## src/rtl/cc_bus_pkg.sv

```systemverilog
// Shared definitions for the datapath bus and its reader.
//   DATAWIDTH_BUS_DEF : default bus word width (32)
//   DEPTH_LOG2_DEF    : default log2 of the reader FIFO depth (2 -> 4 words)
//   countWidth()      : width of an occupancy count that can hold 0..2**depthLog2
//   busWord_t         : data word type shared with the bus source
package cc_bus_pkg;

  localparam int DATAWIDTH_BUS_DEF = 32;
  localparam int DEPTH_LOG2_DEF    = 2;

  // One extra bit so a completely full FIFO is distinguishable from empty.
  function automatic int countWidth(input int depthLog2);
    return depthLog2 + 1;
  endfunction

  typedef logic [DATAWIDTH_BUS_DEF-1:0] busWord_t;

endpackage

```

## src/rtl/cc_bus_reader_mem.sv

```systemverilog
// Register-array storage for the bus reader FIFO.
// Ports:
//   clk   : rising-edge clock
//   we    : write enable
//   waddr : write address
//   wdata : write data
//   raddr : asynchronous read address
//   rdata : asynchronous read data (mem[raddr])
// Contents are not reset; the owner tracks which entries are valid.
module cc_bus_reader_mem #(
  parameter int DATAW = 32,
  parameter int ADDRW = 2
) (
  input  logic             clk,
  input  logic             we,
  input  logic [ADDRW-1:0] waddr,
  input  logic [DATAW-1:0] wdata,
  input  logic [ADDRW-1:0] raddr,
  output logic [DATAW-1:0] rdata
);

  localparam int DEPTH = 1 << ADDRW;

  logic [DEPTH-1:0][DATAW-1:0] mem;

  for (genvar i = 0; i < DEPTH; i++) begin : gEntry
    always_ff @(posedge clk) begin
      if (we && (waddr == ADDRW'(i))) mem[i] <= wdata;
    end
  end

  assign rdata = mem[raddr];

endmodule

```

## src/rtl/cc_bus_reader.sv

```systemverilog
// Bus reader: captures words strobed onto the datapath bus into a small FIFO
// and hands them to a downstream consumer with a valid/accept handshake.
// Ports:
//   CC_BUSREADER_CLOCK_50      : clock, rising edge
//   CC_BUSREADER_RESET_InHigh  : asynchronous active-high reset
//   CC_BUSREADER_DataBUS_In    : word on the bus
//   CC_BUSREADER_Load_In       : capture the bus word at this edge
//   CC_BUSREADER_Ready_Out     : FIFO not full
//   CC_BUSREADER_DataBUS_Out   : head word (0 when not valid)
//   CC_BUSREADER_Valid_Out     : FIFO not empty
//   CC_BUSREADER_Accept_In     : consumer takes the head word at this edge
//   CC_BUSREADER_Clear_In      : synchronous flush (beats load/accept)
//   CC_BUSREADER_Count_Out     : words held, 0..2**DEPTH_LOG2
//   CC_BUSREADER_Overflow_Out  : sticky, a word was dropped
// Optional (macro CC_BUSREADER_PARITY_EN):
//   CC_BUSREADER_Parity_In     : even parity bit for DataBUS_In
//   CC_BUSREADER_ParityErr_Out : sticky, a stored word had bad parity
module cc_bus_reader
  import cc_bus_pkg::*;
#(
  parameter int DATAWIDTH_BUS = DATAWIDTH_BUS_DEF,
  parameter int DEPTH_LOG2    = DEPTH_LOG2_DEF
) (
  input  logic                     CC_BUSREADER_CLOCK_50,
  input  logic                     CC_BUSREADER_RESET_InHigh,
  input  logic [DATAWIDTH_BUS-1:0] CC_BUSREADER_DataBUS_In,
  input  logic                     CC_BUSREADER_Load_In,
  output logic                     CC_BUSREADER_Ready_Out,
  output logic [DATAWIDTH_BUS-1:0] CC_BUSREADER_DataBUS_Out,
  output logic                     CC_BUSREADER_Valid_Out,
  input  logic                     CC_BUSREADER_Accept_In,
  input  logic                     CC_BUSREADER_Clear_In,
  output logic [DEPTH_LOG2:0]      CC_BUSREADER_Count_Out,
  output logic                     CC_BUSREADER_Overflow_Out
`ifdef CC_BUSREADER_PARITY_EN
  ,
  input  logic                     CC_BUSREADER_Parity_In,
  output logic                     CC_BUSREADER_ParityErr_Out
`endif
);

  localparam int              CW    = countWidth(DEPTH_LOG2);
  localparam logic [CW-1:0]   DEPTH = CW'(1 << DEPTH_LOG2);

  logic [DEPTH_LOG2-1:0]    wp, rp;
  logic [CW-1:0]            count;
  logic                     overflow;
  logic                     full, empty, rd, wr, drop;
  logic [DATAWIDTH_BUS-1:0] headWord;

  assign full  = (count == DEPTH);
  assign empty = (count == '0);
  assign rd    = CC_BUSREADER_Accept_In && !empty;
  // A load into a full FIFO still lands if the head leaves on the same edge.
  assign wr    = CC_BUSREADER_Load_In && (!full || rd);
  assign drop  = CC_BUSREADER_Load_In && full && !rd;

  always_ff @(posedge CC_BUSREADER_CLOCK_50 or posedge CC_BUSREADER_RESET_InHigh) begin
    if (CC_BUSREADER_RESET_InHigh) begin
      wp       <= '0;
      rp       <= '0;
      count    <= '0;
      overflow <= 1'b0;
    end else if (CC_BUSREADER_Clear_In) begin
      wp       <= '0;
      rp       <= '0;
      count    <= '0;
      overflow <= 1'b0;
    end else begin
      if (wr) wp <= wp + 1'b1;
      if (rd) rp <= rp + 1'b1;
      case ({wr, rd})
        2'b10:   count <= count + 1'b1;
        2'b01:   count <= count - 1'b1;
        default: count <= count;
      endcase
      if (drop) overflow <= 1'b1;
    end
  end

  // Clear blocks the array write too, so a flushed load never reappears.
  cc_bus_reader_mem #(
    .DATAW(DATAWIDTH_BUS),
    .ADDRW(DEPTH_LOG2)
  ) uMem (
    .clk  (CC_BUSREADER_CLOCK_50),
    .we   (wr && !CC_BUSREADER_Clear_In),
    .waddr(wp),
    .wdata(CC_BUSREADER_DataBUS_In),
    .raddr(rp),
    .rdata(headWord)
  );

`ifdef CC_BUSREADER_PARITY_EN
  logic parityErr;

  // Even parity: Parity_In must equal the XOR of the data bits.
  always_ff @(posedge CC_BUSREADER_CLOCK_50 or posedge CC_BUSREADER_RESET_InHigh) begin
    if (CC_BUSREADER_RESET_InHigh)                                  parityErr <= 1'b0;
    else if (CC_BUSREADER_Clear_In)                                 parityErr <= 1'b0;
    else if (wr && (CC_BUSREADER_Parity_In != ^CC_BUSREADER_DataBUS_In)) parityErr <= 1'b1;
  end

  assign CC_BUSREADER_ParityErr_Out = parityErr;
`else
  // No parity checking in this build.
`endif

  assign CC_BUSREADER_Ready_Out    = !full;
  assign CC_BUSREADER_Valid_Out    = !empty;
  assign CC_BUSREADER_Count_Out    = count;
  assign CC_BUSREADER_Overflow_Out = overflow;
  assign CC_BUSREADER_DataBUS_Out  = empty ? '0 : headWord;

endmodule

```

## config.mk

```make
export PLATFORM = sky130hd
export DESIGN_NAME = cc_bus_reader
export DESIGN_NICKNAME = d
export VERILOG_FILES = /design/src/rtl/cc_bus_pkg.sv /design/src/rtl/cc_bus_reader_mem.sv /design/src/rtl/cc_bus_reader.sv
export SDC_FILE = /design/constraint.sdc
export NUM_CORES = 1
export LEC_CHECK = 0
export ABC_AREA = 1
export BUFFER_PORTS_ARGS = -buffer_cell sky130_fd_sc_hd__buf_2
export CAP_MARGIN = 20
export CORE_ASPECT_RATIO = 1.4
export CORE_UTILIZATION = 50
export CTS_BUF_LIST = sky130_fd_sc_hd__clkbuf_4
export DETAILED_ROUTE_END_ITERATION = 10
export GPL_TIMING_DRIVEN = 1
export PLACE_DENSITY = 0.66
export SETUP_SLACK_MARGIN = 0.02
export SKIP_CTS_REPAIR_TIMING = 1
export SLEW_MARGIN = 20
export SYNTH_ARGS = -nofsm -noshare
export SYNTH_HDL_FRONTEND = slang
export SYNTH_HIERARCHICAL = 1
export SYNTH_SLANG_ARGS = --single-unit
```

## constraint.sdc

```tcl
create_clock -name CC_BUSREADER_CLOCK_50 -period 6.35 [get_ports CC_BUSREADER_CLOCK_50]
set_input_delay 0.3175 -clock CC_BUSREADER_CLOCK_50 [delete_from_list [all_inputs] [get_ports CC_BUSREADER_CLOCK_50]]
set_output_delay 0.3175 -clock CC_BUSREADER_CLOCK_50 [all_outputs]
set_load 0.02 [all_outputs]
```

==> out/metrics.csv <==
metric,value,unit
pre-CTS WS,4.19,ns
final antenna-violating net count,0,
Pleak,3.54,nW
initial core utilization,51.8,%
# rows,47,
Fillers,1035,
CTS tree,built,
final hold violations,0,
"EDFF count, synth",128,
number of port buffers,74,
"Design Area, Final",0.00721,mm2
Routed WL,12100,um
hold depth,1,
clock root cell,clkbuf_4,
adder-cell share of the synthesized area,0.323,%
clock sink total,136,
core box area,0.0119,mm2
fin util,60.4,%
"Setup violations, final",0,
Area Growth Syn to Fin,16.5,%
number of library cell types mapped by synthesis,24,
Final Max Tran Viols,0,
GR Util All Layers,20.1,%
maximum vdd drop,316,uV
CP max FO,64,
Vias/cell,4.66,
drt first pass iters,4,
via count,4239,
post-synthesis simple-gate area fraction,20.2,%
"Cell Area, Placed",0.00665,mm2
Die H,134,um
GPL Wtd Cong,0.804,
largest family of logic cells by synthesized area,simple AND/OR/NAND/NOR gates,
ys async rst share,5.88,%
area of the multi-input gates,0.00132,mm2
Clock H-tree levels,4,
startpoint types,flip-flop,
number of global-route vias before repair,4116,
synthesis warning total,6,
R2R cell count,7,
PwrDens,331,mW/mm2
mapped cell area,0.00619,mm2
Syn Nets,678,
Skew-Pair Late Insertion Delay,0.50,ns
Remaining DRCs,0,
WL/cell,13.3,um
#FFs+latches synth,136,
IO Pins,75,
MaxCap Viol Count,0,
Slew HR,39.3,%
Worst Clk Skew,0.0109,ns
Tcrit/Tclk final,42.3,%
synthesized instance count,640,
Die X,96.0,um
die area,0.0128,mm2
clock-pin slew on the worst setup and hold paths,0.10,ns
share of post-route cells with drive strength above 1,17.2,%
Post-DP HPWL,7270,um
initial drt markers,241,
global-route wire length before repair,19100,um
Congestion Overflow GR,0,
clk buf depth,2,
outcome,finished clean,
CP required,6.03,ns
fin nets,786,
ys flop type,edfxtp_1,
worst min path class,input pin to flip-flop,
post-route setup slack,3.66,ns
unrepaired setup endpoints after global routing,no,
CP Capture Type,primary output,
critical path class,flip-flop to primary output,
TritonCTS Buffers,17,
Seq. cell area,0.00405,mm2
min Tclk post-route,2.69,ns
Compound-Gate Fraction of Synth Area,0.425,%
mux share of post-synthesis cell area,0,%
Crit path arrival time,2.37,ns
max frequency,372,MHz
sequential fraction of the synthesis area,65.3,%
XOR/XNOR Fraction of Synth Area,0.142,%
largest net degree at the start of global routing,67,
setup total negative slack,0,ns
Synth Area per Inst,9.67,um2
Worst-Margin Slew,0.910,ns
initial antenna violation count,1,
[final cells by class]
| cell class | count | share of cell area, % |
|---|---|---|
| Clock buffer | 25 | 2.60 |
| Clock inverter | 7 | 0.799 |
| Antenna cell | 1 | 0.0347 |
| Sequential cell | 136 | 56.1 |
| Inverter | 179 | 9.34 |
| Timing Repair Buffer | 112 | 10.2 |
| Multi-Input combinational cell | 302 | 18.4 |
| Tap cell | 147 | 2.55 |
[worst max-delay path, cell delays in order, from the launching register on]
cell	delay, ns
dfrtp_2	0.38
clkinv_2	0.69
nand2_1	0.29
nand3_1	0.11
nand2_1	0.08
inv_1	0.05
nor2_1	0.09
buf_2	0.18
[metrics by stage]
stage                     total power (W)  hold slack (ns)  cells
after global placement            0.00189            0.277    845
after detailed placement          0.00190            0.294    845
after CTS                         0.00240           -0.293    877
after global routing              0.00254          0.00237    909
after floorplan                   0.00167            0.133    640
final                             0.00238           0.0628    909
[per-layer routing]
metal	up-vias	GRT usage, %	part of all wire, %
met2	100	36.6	55
met1	1963	22.2	40
li1	2172	-	-
met3	4	4.79	4.5
met4	0	7.46	0.73
met5	-	0	0
[final timing paths]
check                           slack (ns)                     endpoint                   startpoint
worst max-delay path                  3.66  CC_BUSREADER_DataBUS_Out[4]                        rp[0]
worst min-delay path                  0.06                 uMem/mem[94]  CC_BUSREADER_DataBUS_In[30]
worst max register to register        4.46                 uMem/mem[20]    CC_BUSREADER_Count_Out[0]
worst min register to register        0.52    CC_BUSREADER_Overflow_Out    CC_BUSREADER_Overflow_Out
max in group asynchronous             5.78                        rp[0]    CC_BUSREADER_RESET_InHigh
min in group asynchronous             0.30    CC_BUSREADER_Count_Out[0]    CC_BUSREADER_RESET_InHigh
[power breakdown]
group	internal [W]	total [W]	switching, W
sequential	0.00102	0.00105	0.0000249
combinational	0.000252	0.000837	0.000585
clock	0.000225	0.000496	0.000272
[flip-flops by register name, summed over array words and instances, names as in the netlist]
register,count
wp,2
CC_BUSREADER_Count_Out,3
uMem/mem,128
rp,2
CC_BUSREADER_Overflow_Out,1
[cells by family after synthesis]
group | after synthesis
buf+inv | 202
flops | 136
fa+ha+maj | 1
simple gates | 296
compound gates | 4
xor+xnor | 1
[layout by cell type, fill, tap and decap left out, types with 2 or more instances in the layout]
cell type and instances:
inv_1 174, nand2_1 173, edfxtp_1 128, buf_2 74, nand3_1 67, nor2_1 39
dlygate4sd3_1 31, clkbuf_4 25, dfrtp_1 7, buf_4 7, clkinv_2 5, inv_2 4
nand2_2 4, nor3_2 4, nand3_2 2, nor3_1 2, clkinv_1 2
[synth_stat cells, drive strengths merged (2+ instances only)]
| cell type | n | share of area, % |
|---|---|---|
| nor3 | 6 | 0.49 |
| nand3 | 69 | 5.7 |
| edfxtp | 128 | 62 |
| buf | 23 | 2.7 |
| inv | 179 | 11 |
| a21oi | 2 | 0.22 |
| nand2 | 178 | 11 |
| nor2 | 41 | 2.6 |
| dfrtp | 8 | 3.2 |
No activity file was read; power rests on OpenSTA's default activity.
